$ cat src/rtl/exbus_pkg.sv
// Shared exbus definitions: word width and arbiter state encodings.
package exbus_pkg;

  localparam int WORD_W = 35;

  typedef logic [WORD_W-1:0] word_t;

  typedef enum logic [1:0] {
    IDLE  = 2'b00,
    OWN_A = 2'b01,
    OWN_B = 2'b10
  } arb_state_t;

endpackage

$ cat src/rtl/exarbiter_if.sv
// Stream bundle for the two-requester exbus arbiter: requesters A and B in,
// merged stream out, plus the stall-abort pulse.
interface exarbiter_if;
  import exbus_pkg::*;

  logic  i_a_stb;
  word_t i_a_word;
  logic  i_a_last;
  logic  o_a_busy;

  logic  i_b_stb;
  word_t i_b_word;
  logic  i_b_last;
  logic  o_b_busy;

  logic  o_stb;
  word_t o_word;
  logic  o_last;
  logic  i_busy;

  logic  o_abort;

  // Arbiter side
  modport slave (
    input  i_a_stb, i_a_word, i_a_last,
    input  i_b_stb, i_b_word, i_b_last,
    input  i_busy,
    output o_a_busy, o_b_busy,
    output o_stb, o_word, o_last, o_abort
  );

  // Requester / downstream side
  modport master (
    output i_a_stb, i_a_word, i_a_last,
    output i_b_stb, i_b_word, i_b_last,
    output i_busy,
    input  o_a_busy, o_b_busy,
    input  o_stb, o_word, o_last, o_abort
  );

endinterface

$ cat src/rtl/exarb_stall.sv
// Mid-packet stall counter. timeout fires in the cycle the counter would
// step onto all-ones; the counter then restarts from zero.
module exarb_stall #(
  parameter int LGSTALL = 10
) (
  input  logic i_clk,
  input  logic i_reset,
  input  logic clear,
  input  logic count,
  output logic timeout
);

  localparam logic [LGSTALL-1:0] NEAR_FULL = ~LGSTALL'(1);

  logic [LGSTALL-1:0] cnt_reg = '0;

  assign timeout = count && !clear && (cnt_reg == NEAR_FULL);

  // Count idle cycles of the owner; any clear or a timeout restarts at zero
  always_ff @(posedge i_clk) begin
    if (i_reset || clear || timeout)
      cnt_reg <= '0;
    else if (count)
      cnt_reg <= cnt_reg + 1'b1;
  end

endmodule

$ cat src/rtl/exarbiter.sv
// Two-way packet arbiter merging the command-response stream (A) and the
// console/debug stream (B) into one registered output stream. A grant is held
// for the whole packet and revoked if the owner stalls too long.
module exarbiter
  import exbus_pkg::*;
#(
  parameter int   LGSTALL      = 10,
  parameter logic OPT_LOWPOWER = 1'b0
) (
  input  logic        i_clk,
  input  logic        i_reset,
  exarbiter_if.slave  bus
);

  arb_state_t state_reg = IDLE;
  arb_state_t state_next;
  logic       prio_reg  = 1'b0;
  logic       prio_next;

  logic  stb_reg  = 1'b0;
  word_t word_reg = '0;
  logic  last_reg = 1'b0;

  logic  sel_a, sel_b;
  logic  out_ready;
  logic  a_accept, b_accept, accept;
  logic  stall_clear, stall_count, timeout;
  word_t word_in;
  logic  last_in;

  // Pick the requester that may talk this cycle: the owner, or in IDLE the
  // sole requester / the one favoured by prio
  always_comb begin
    sel_a = 1'b0;
    sel_b = 1'b0;
    case (state_reg)
      OWN_A:   sel_a = 1'b1;
      OWN_B:   sel_b = 1'b1;
      default: begin
        sel_a = bus.i_a_stb && (!bus.i_b_stb || !prio_reg);
        sel_b = bus.i_b_stb && (!bus.i_a_stb ||  prio_reg);
      end
    endcase
  end

  assign out_ready = !stb_reg || !bus.i_busy;
  assign a_accept  = sel_a && bus.i_a_stb && out_ready;
  assign b_accept  = sel_b && bus.i_b_stb && out_ready;
  assign accept    = a_accept || b_accept;

  assign word_in = sel_b ? bus.i_b_word : bus.i_a_word;
  assign last_in = sel_b ? bus.i_b_last : bus.i_a_last;

  assign bus.o_a_busy = sel_a ? (stb_reg && bus.i_busy) : 1'b1;
  assign bus.o_b_busy = sel_b ? (stb_reg && bus.i_busy) : 1'b1;

  // Stall counter only runs while a packet owns the output and is silent
  assign stall_clear = (state_reg == IDLE) || accept;
  assign stall_count = (state_reg != IDLE) && !accept;

  exarb_stall #(
    .LGSTALL (LGSTALL)
  ) u_stall (
    .i_clk   (i_clk),
    .i_reset (i_reset),
    .clear   (stall_clear),
    .count   (stall_count),
    .timeout (timeout)
  );

  // A reset mid-packet drops the grant silently, so the pulse is masked
  assign bus.o_abort = timeout && !i_reset;

  // Grant FSM: single-word packets never take ownership; completion or a
  // stall timeout hands priority to the other requester
  always_comb begin
    state_next = state_reg;
    prio_next  = prio_reg;
    case (state_reg)
      IDLE: begin
        if (a_accept) begin
          if (bus.i_a_last) prio_next  = 1'b1;
          else              state_next = OWN_A;
        end else if (b_accept) begin
          if (bus.i_b_last) prio_next  = 1'b0;
          else              state_next = OWN_B;
        end
      end
      OWN_A: begin
        if ((a_accept && bus.i_a_last) || timeout) begin
          state_next = IDLE;
          prio_next  = 1'b1;
        end
      end
      OWN_B: begin
        if ((b_accept && bus.i_b_last) || timeout) begin
          state_next = IDLE;
          prio_next  = 1'b0;
        end
      end
      default: state_next = IDLE;
    endcase
  end

  // FSM and priority registers
  always_ff @(posedge i_clk) begin
    if (i_reset) begin
      state_reg <= IDLE;
      prio_reg  <= 1'b0;
    end else begin
      state_reg <= state_next;
      prio_reg  <= prio_next;
    end
  end

  // Output register: load on accept, drop stb once downstream takes the word
  always_ff @(posedge i_clk) begin
    if (i_reset) begin
      stb_reg  <= 1'b0;
      word_reg <= '0;
      last_reg <= 1'b0;
    end else if (accept) begin
      stb_reg  <= 1'b1;
      word_reg <= word_in;
      last_reg <= last_in;
    end else if (!bus.i_busy) begin
      stb_reg <= 1'b0;
      if (OPT_LOWPOWER) begin
        word_reg <= '0;
        last_reg <= 1'b0;
      end
    end
  end

  assign bus.o_stb  = stb_reg;
  assign bus.o_word = word_reg;
  assign bus.o_last = last_reg;

endmodule
$ cat src/flat_wrapper.sv
// flat-port wrapper written by rule: the top's interface ports become plain ports
module exarbiter_flat import exbus_pkg::*;
#(
  parameter int   LGSTALL      = 10,
  parameter logic OPT_LOWPOWER = 1'b0
)
  (i_clk, i_reset, bus_i_a_stb, bus_i_a_word, bus_i_a_last, bus_i_b_stb, bus_i_b_word, bus_i_b_last, bus_i_busy, bus_o_a_busy, bus_o_b_busy, bus_o_stb, bus_o_word, bus_o_last, bus_o_abort);
  exarbiter_if bus_i ();
  input  logic i_clk;
  input  logic i_reset;
  input wire logic [$bits(bus_i.i_a_stb)-1:0] bus_i_a_stb;
  input wire logic [$bits(bus_i.i_a_word)-1:0] bus_i_a_word;
  input wire logic [$bits(bus_i.i_a_last)-1:0] bus_i_a_last;
  input wire logic [$bits(bus_i.i_b_stb)-1:0] bus_i_b_stb;
  input wire logic [$bits(bus_i.i_b_word)-1:0] bus_i_b_word;
  input wire logic [$bits(bus_i.i_b_last)-1:0] bus_i_b_last;
  input wire logic [$bits(bus_i.i_busy)-1:0] bus_i_busy;
  output wire logic [$bits(bus_i.o_a_busy)-1:0] bus_o_a_busy;
  output wire logic [$bits(bus_i.o_b_busy)-1:0] bus_o_b_busy;
  output wire logic [$bits(bus_i.o_stb)-1:0] bus_o_stb;
  output wire logic [$bits(bus_i.o_word)-1:0] bus_o_word;
  output wire logic [$bits(bus_i.o_last)-1:0] bus_o_last;
  output wire logic [$bits(bus_i.o_abort)-1:0] bus_o_abort;
  assign bus_i.i_a_stb = bus_i_a_stb;
  assign bus_i.i_a_word = bus_i_a_word;
  assign bus_i.i_a_last = bus_i_a_last;
  assign bus_i.i_b_stb = bus_i_b_stb;
  assign bus_i.i_b_word = bus_i_b_word;
  assign bus_i.i_b_last = bus_i_b_last;
  assign bus_i.i_busy = bus_i_busy;
  assign bus_o_a_busy = bus_i.o_a_busy;
  assign bus_o_b_busy = bus_i.o_b_busy;
  assign bus_o_stb = bus_i.o_stb;
  assign bus_o_word = bus_i.o_word;
  assign bus_o_last = bus_i.o_last;
  assign bus_o_abort = bus_i.o_abort;
  exarbiter #(.LGSTALL(LGSTALL), .OPT_LOWPOWER(OPT_LOWPOWER)) u_core (.i_clk(i_clk), .i_reset(i_reset), .bus(bus_i));
endmodule
$ cat config.mk
export PLATFORM = sky130hd
export DESIGN_NAME = exarbiter_flat
export DESIGN_NICKNAME = d
export VERILOG_FILES = /design/src/rtl/exbus_pkg.sv /design/src/rtl/exarbiter_if.sv /design/src/rtl/exarb_stall.sv /design/src/rtl/exarbiter.sv /design/src/flat_wrapper.sv
export SDC_FILE = /design/constraint.sdc
export NUM_CORES = 1
export LEC_CHECK = 0
export CAP_MARGIN = 10
export CORE_MARGIN = 3
export CORE_UTILIZATION = 50
export DETAILED_ROUTE_END_ITERATION = 7
export DONT_BUFFER_PORTS = 1
export PLACE_DENSITY = 0.68
export SLEW_MARGIN = 30
export SYNTH_ARGS = -nofsm -noshare
export SYNTH_HDL_FRONTEND = slang
export SYNTH_SLANG_ARGS = --single-unit
$ cat constraint.sdc
create_clock -name i_clk -period 2.1 [get_ports i_clk]
set_input_delay 0.42 -clock i_clk [delete_from_list [all_inputs] [get_ports i_clk]]
set_output_delay 0.42 -clock i_clk [all_outputs]
set_load 0.05 [all_outputs]
==> impl_metrics.env <==
export IMPL_tritoncts_num_sinks=50
export IMPL_critical_path_data_arrival_time_ps=1740
export IMPL_drive_gt1_share_pct=18.5
export IMPL_grt_overflow=0
export IMPL_peakVddDrop_mv=0.972
export IMPL_syn_area_um2=2480
export IMPL_critical_path_max_fanout=3
export IMPL_period_needed_ps=2160
export IMPL_worstSetupStartpointType="flop"
export IMPL_die_area_um2=5830
export IMPL_synth_top_family_by_area="simple AND/OR/NAND/NOR gates"
export IMPL_yosys_top_cells_area="dfxtp_1, mux2i_1, a211oi_1, nor2_1, ha_1"
export IMPL_sw_frac_of_total_pct=52.9
export IMPL_core_um2=4560
export IMPL_synth_cell_type_count=41
export IMPL_viasPerCell=5.81
export IMPL_grt_pass1_vias=1885
export IMPL_post_synth_fa_ha_maj_area_fraction_pct=3.03
export IMPL_post_synth_xor_area_fraction_pct=2.48
export IMPL_fp_dieH_um=76.4
export IMPL_root_buffer="clkbuf_8"
export IMPL_report_final_slew_viol_count=0
export IMPL_detailedPlace_worstSlack_ps=50.4
export IMPL_num_io_pins=117
export IMPL_grt_pass1_wl_um=8960
export IMPL_timing_rr_start="u_core.state_reg[0]"
export IMPL_worst_setup_path_end_kind="output port"
export IMPL_worst_ep_required_time_ps=1680
export IMPL_clock_power_share_pct=12.7
export IMPL_synth_edff_count=0
export IMPL_timing_critical_path_cells="inv_4 > ha_4 > a22oi_2 > a21boi_4 > nor4_4 > buf_12"
export IMPL_cts_htree_levels=2
export IMPL_clk_insertion_delay_late_ps=310
export IMPL_cts_clk_slew_worst_paths_ps=90
export IMPL_layout_nets=352
export IMPL_yosysWarnings=0
export IMPL_placed_cells=320
export IMPL_drt_first_iter_violations=88
export IMPL_synth_top_area_share_pct=40.4
export IMPL_cp_top_family="flip-flops"
export IMPL_crit_path_top_delay_cell="dfxtp_4"
export IMPL_endpoints_failing_hold=0
export IMPL_tightestPinTransition_ps=548
export IMPL_commonest_non_fill_non_tap_cell_in_the_layout="nor2_1"
export IMPL_wirelength_um=5600
export IMPL_synth_area_leader_cell="dfxtp_1"
export IMPL_synth_compound_area_share_pct=16.1
export IMPL_timing_clock_skew_ps=5.61
export IMPL_power_leakage_nw=1.04
export IMPL_power_internal_mw=2.67
export IMPL_syn_inst=266
export IMPL_mappedNetlistNets=349
export IMPL_chipWidth_um=76.4
export IMPL_detail_route_drc_violations=0
export IMPL_hold_worst_slack_ps=184
export IMPL_cts_made_buffers=5
export IMPL_setup_repair_after_global_routing_missed_its_margin="true"
export IMPL_status="finished with violations"
export IMPL_buffer_ports_inserted=0
export IMPL_timing_slew_headroom_pct=63.4
export IMPL_maxClockFrequency_mhz=464
export IMPL_fillCellCount=413
export IMPL_clock_tree_from_tritoncts="yes"
export IMPL_antenna_found_initial=0
export IMPL_fin_tns_setup_ps=-57.3
export IMPL_synth_main_ff_cell="dfxtp_1"
export IMPL_hpwlAfterDp_um=3960
export IMPL_finalWeightedCongestion=0.847
export IMPL_ant_nets=0
export IMPL_power_net_switching_mw=3.00
export IMPL_final_setup_viol_count=1
export IMPL_share_seq_of_total_power_pct=50.4
export IMPL_timing_max_cap_violations=0
export IMPL_cp_num_buf_inv=2
export IMPL_setup_ws_ps=-57.3
export IMPL_synth_area_mux_share_pct=16.2
export IMPL_clock_path_buffers=2
export IMPL_mostFrequentLayoutCells="nor2_1, dfxtp_1, mux2i_1, a211oi_1"
export IMPL_syn_avg_cell_area_um2=9.31
export IMPL_synth_simple_area_share_pct=16.2
export IMPL_total_power_mw=5.67
export IMPL_startpoint="u_core.state_reg[1]"
export IMPL_number_of_vias_after_detailed_routing=1947
export IMPL_drt_first_pass_iters=4
export IMPL_seq_cells_post_synth=50
export IMPL_ys_async_sr_fraction_pct=0
export IMPL_areaGrowthSynthToFinish_pct=16.7
export IMPL_number_of_flip_flops_under_the_largest_register_name=35
export IMPL_combPwrFrac_pct=36.9
export IMPL_crit_path_max_incr_delay_ps=380
export IMPL_holdCritPathClass="in2reg"
export IMPL_std_cell_rows=24
export IMPL_insertedDiodeCount=0
export IMPL_critical_path_class="reg2out"
export IMPL_cts_hold_fix_buffers=0
export IMPL_violations="negative setup slack"
export IMPL_grt_start_max_net_pins=53
export IMPL_final_cells=335
export IMPL_hp_start="i_reset"
export IMPL_power_density_nw_per_um2=1960
export IMPL_synth_seq_area_share_pct=40.4
export IMPL_global_route_usage_total_pct=18.7
export IMPL_floorplan_initialDensity_pct=54.2
export IMPL_fin_crit_share_pct=103
export IMPL_drt_wirelength_per_cell_um=16.7
[stage by stage]
step	util (%)	area, um^2
final	63.3	2890
after global routing	63.3	2890
after CTS	61.6	2810
after detailed placement	57.0	2600
after global placement	57.0	2600
after floorplan	-	2540
[power groups by stage]
stage / registers, mW / clock network (mW) / logic, mW
after floorplan: 2.82 / 0 / 1.56
after global placement: 2.88 / 0 / 1.78
after detailed placement: 2.88 / 0 / 1.82
after CTS: 2.86 / 0.742 / 1.93
after global routing: 2.91 / 0.789 / 2.30
final: 2.86 / 0.720 / 2.09
[what timing repair did]
action | in CTS | in global routing
buffers inserted | 6 | 1
setup endpoints to repair | 1 | 42
gates resized for setup | 9 | 15
pin swaps | 5 | 3
[cell usage after synthesis, types with 4 or more instances]
cell type,count
a211oi_1,36
buf_2,4
clkbuf_1,6
dfxtp_1,50
ha_1,6
inv_1,7
mux2i_1,39
nand2_1,10
nor2_1,48
nor3_1,4
nor4_1,5
xnor2_1,7
[final timing paths]
kind	end	slack, ps	cells past startpoint
worst max-delay path	bus_o_abort	-60	6
worst min-delay path	u_core.bus.o_word[22]	180	1
worst min register to register	u_core.u_stall.cnt_reg[0]	490	1
worst max register to register	u_core.prio_reg	70	8
[final cells by class]
class / count / area [um^2] / share of cell area (%)
clock buffer: 6 / 82.6 / 2.86
clock inverter: 2 / 38.8 / 1.34
inverter: 7 / 31.3 / 1.08
multi-input combinational: 190 / 1490 / 51.4
sequential: 50 / 1010 / 35.0
tap: 65 / 81.3 / 2.82
timing repair buffer: 15 / 160 / 5.54
[routing by layer]
metal	GRT usage, %	wire, um	vias up
li1	-	-	975
met1	20.2	2140	873
met2	32.3	2790	90
met3	7.68	573	9
met4	7.61	97	0
met5	0	0	-
[cell families (layout without fill, tap and decap cells)]
logic type	after synthesis	count (layout)
AO/OA/AOI/OAI	51	51
adder cells (fa/ha/maj)	6	6
AND/OR/NAND/NOR	86	86
flip-flops	50	50
XOR/XNOR	7	7
buffers and inverters	26	30
multiplexers	40	40
Power figures use the tool's default switching activity.
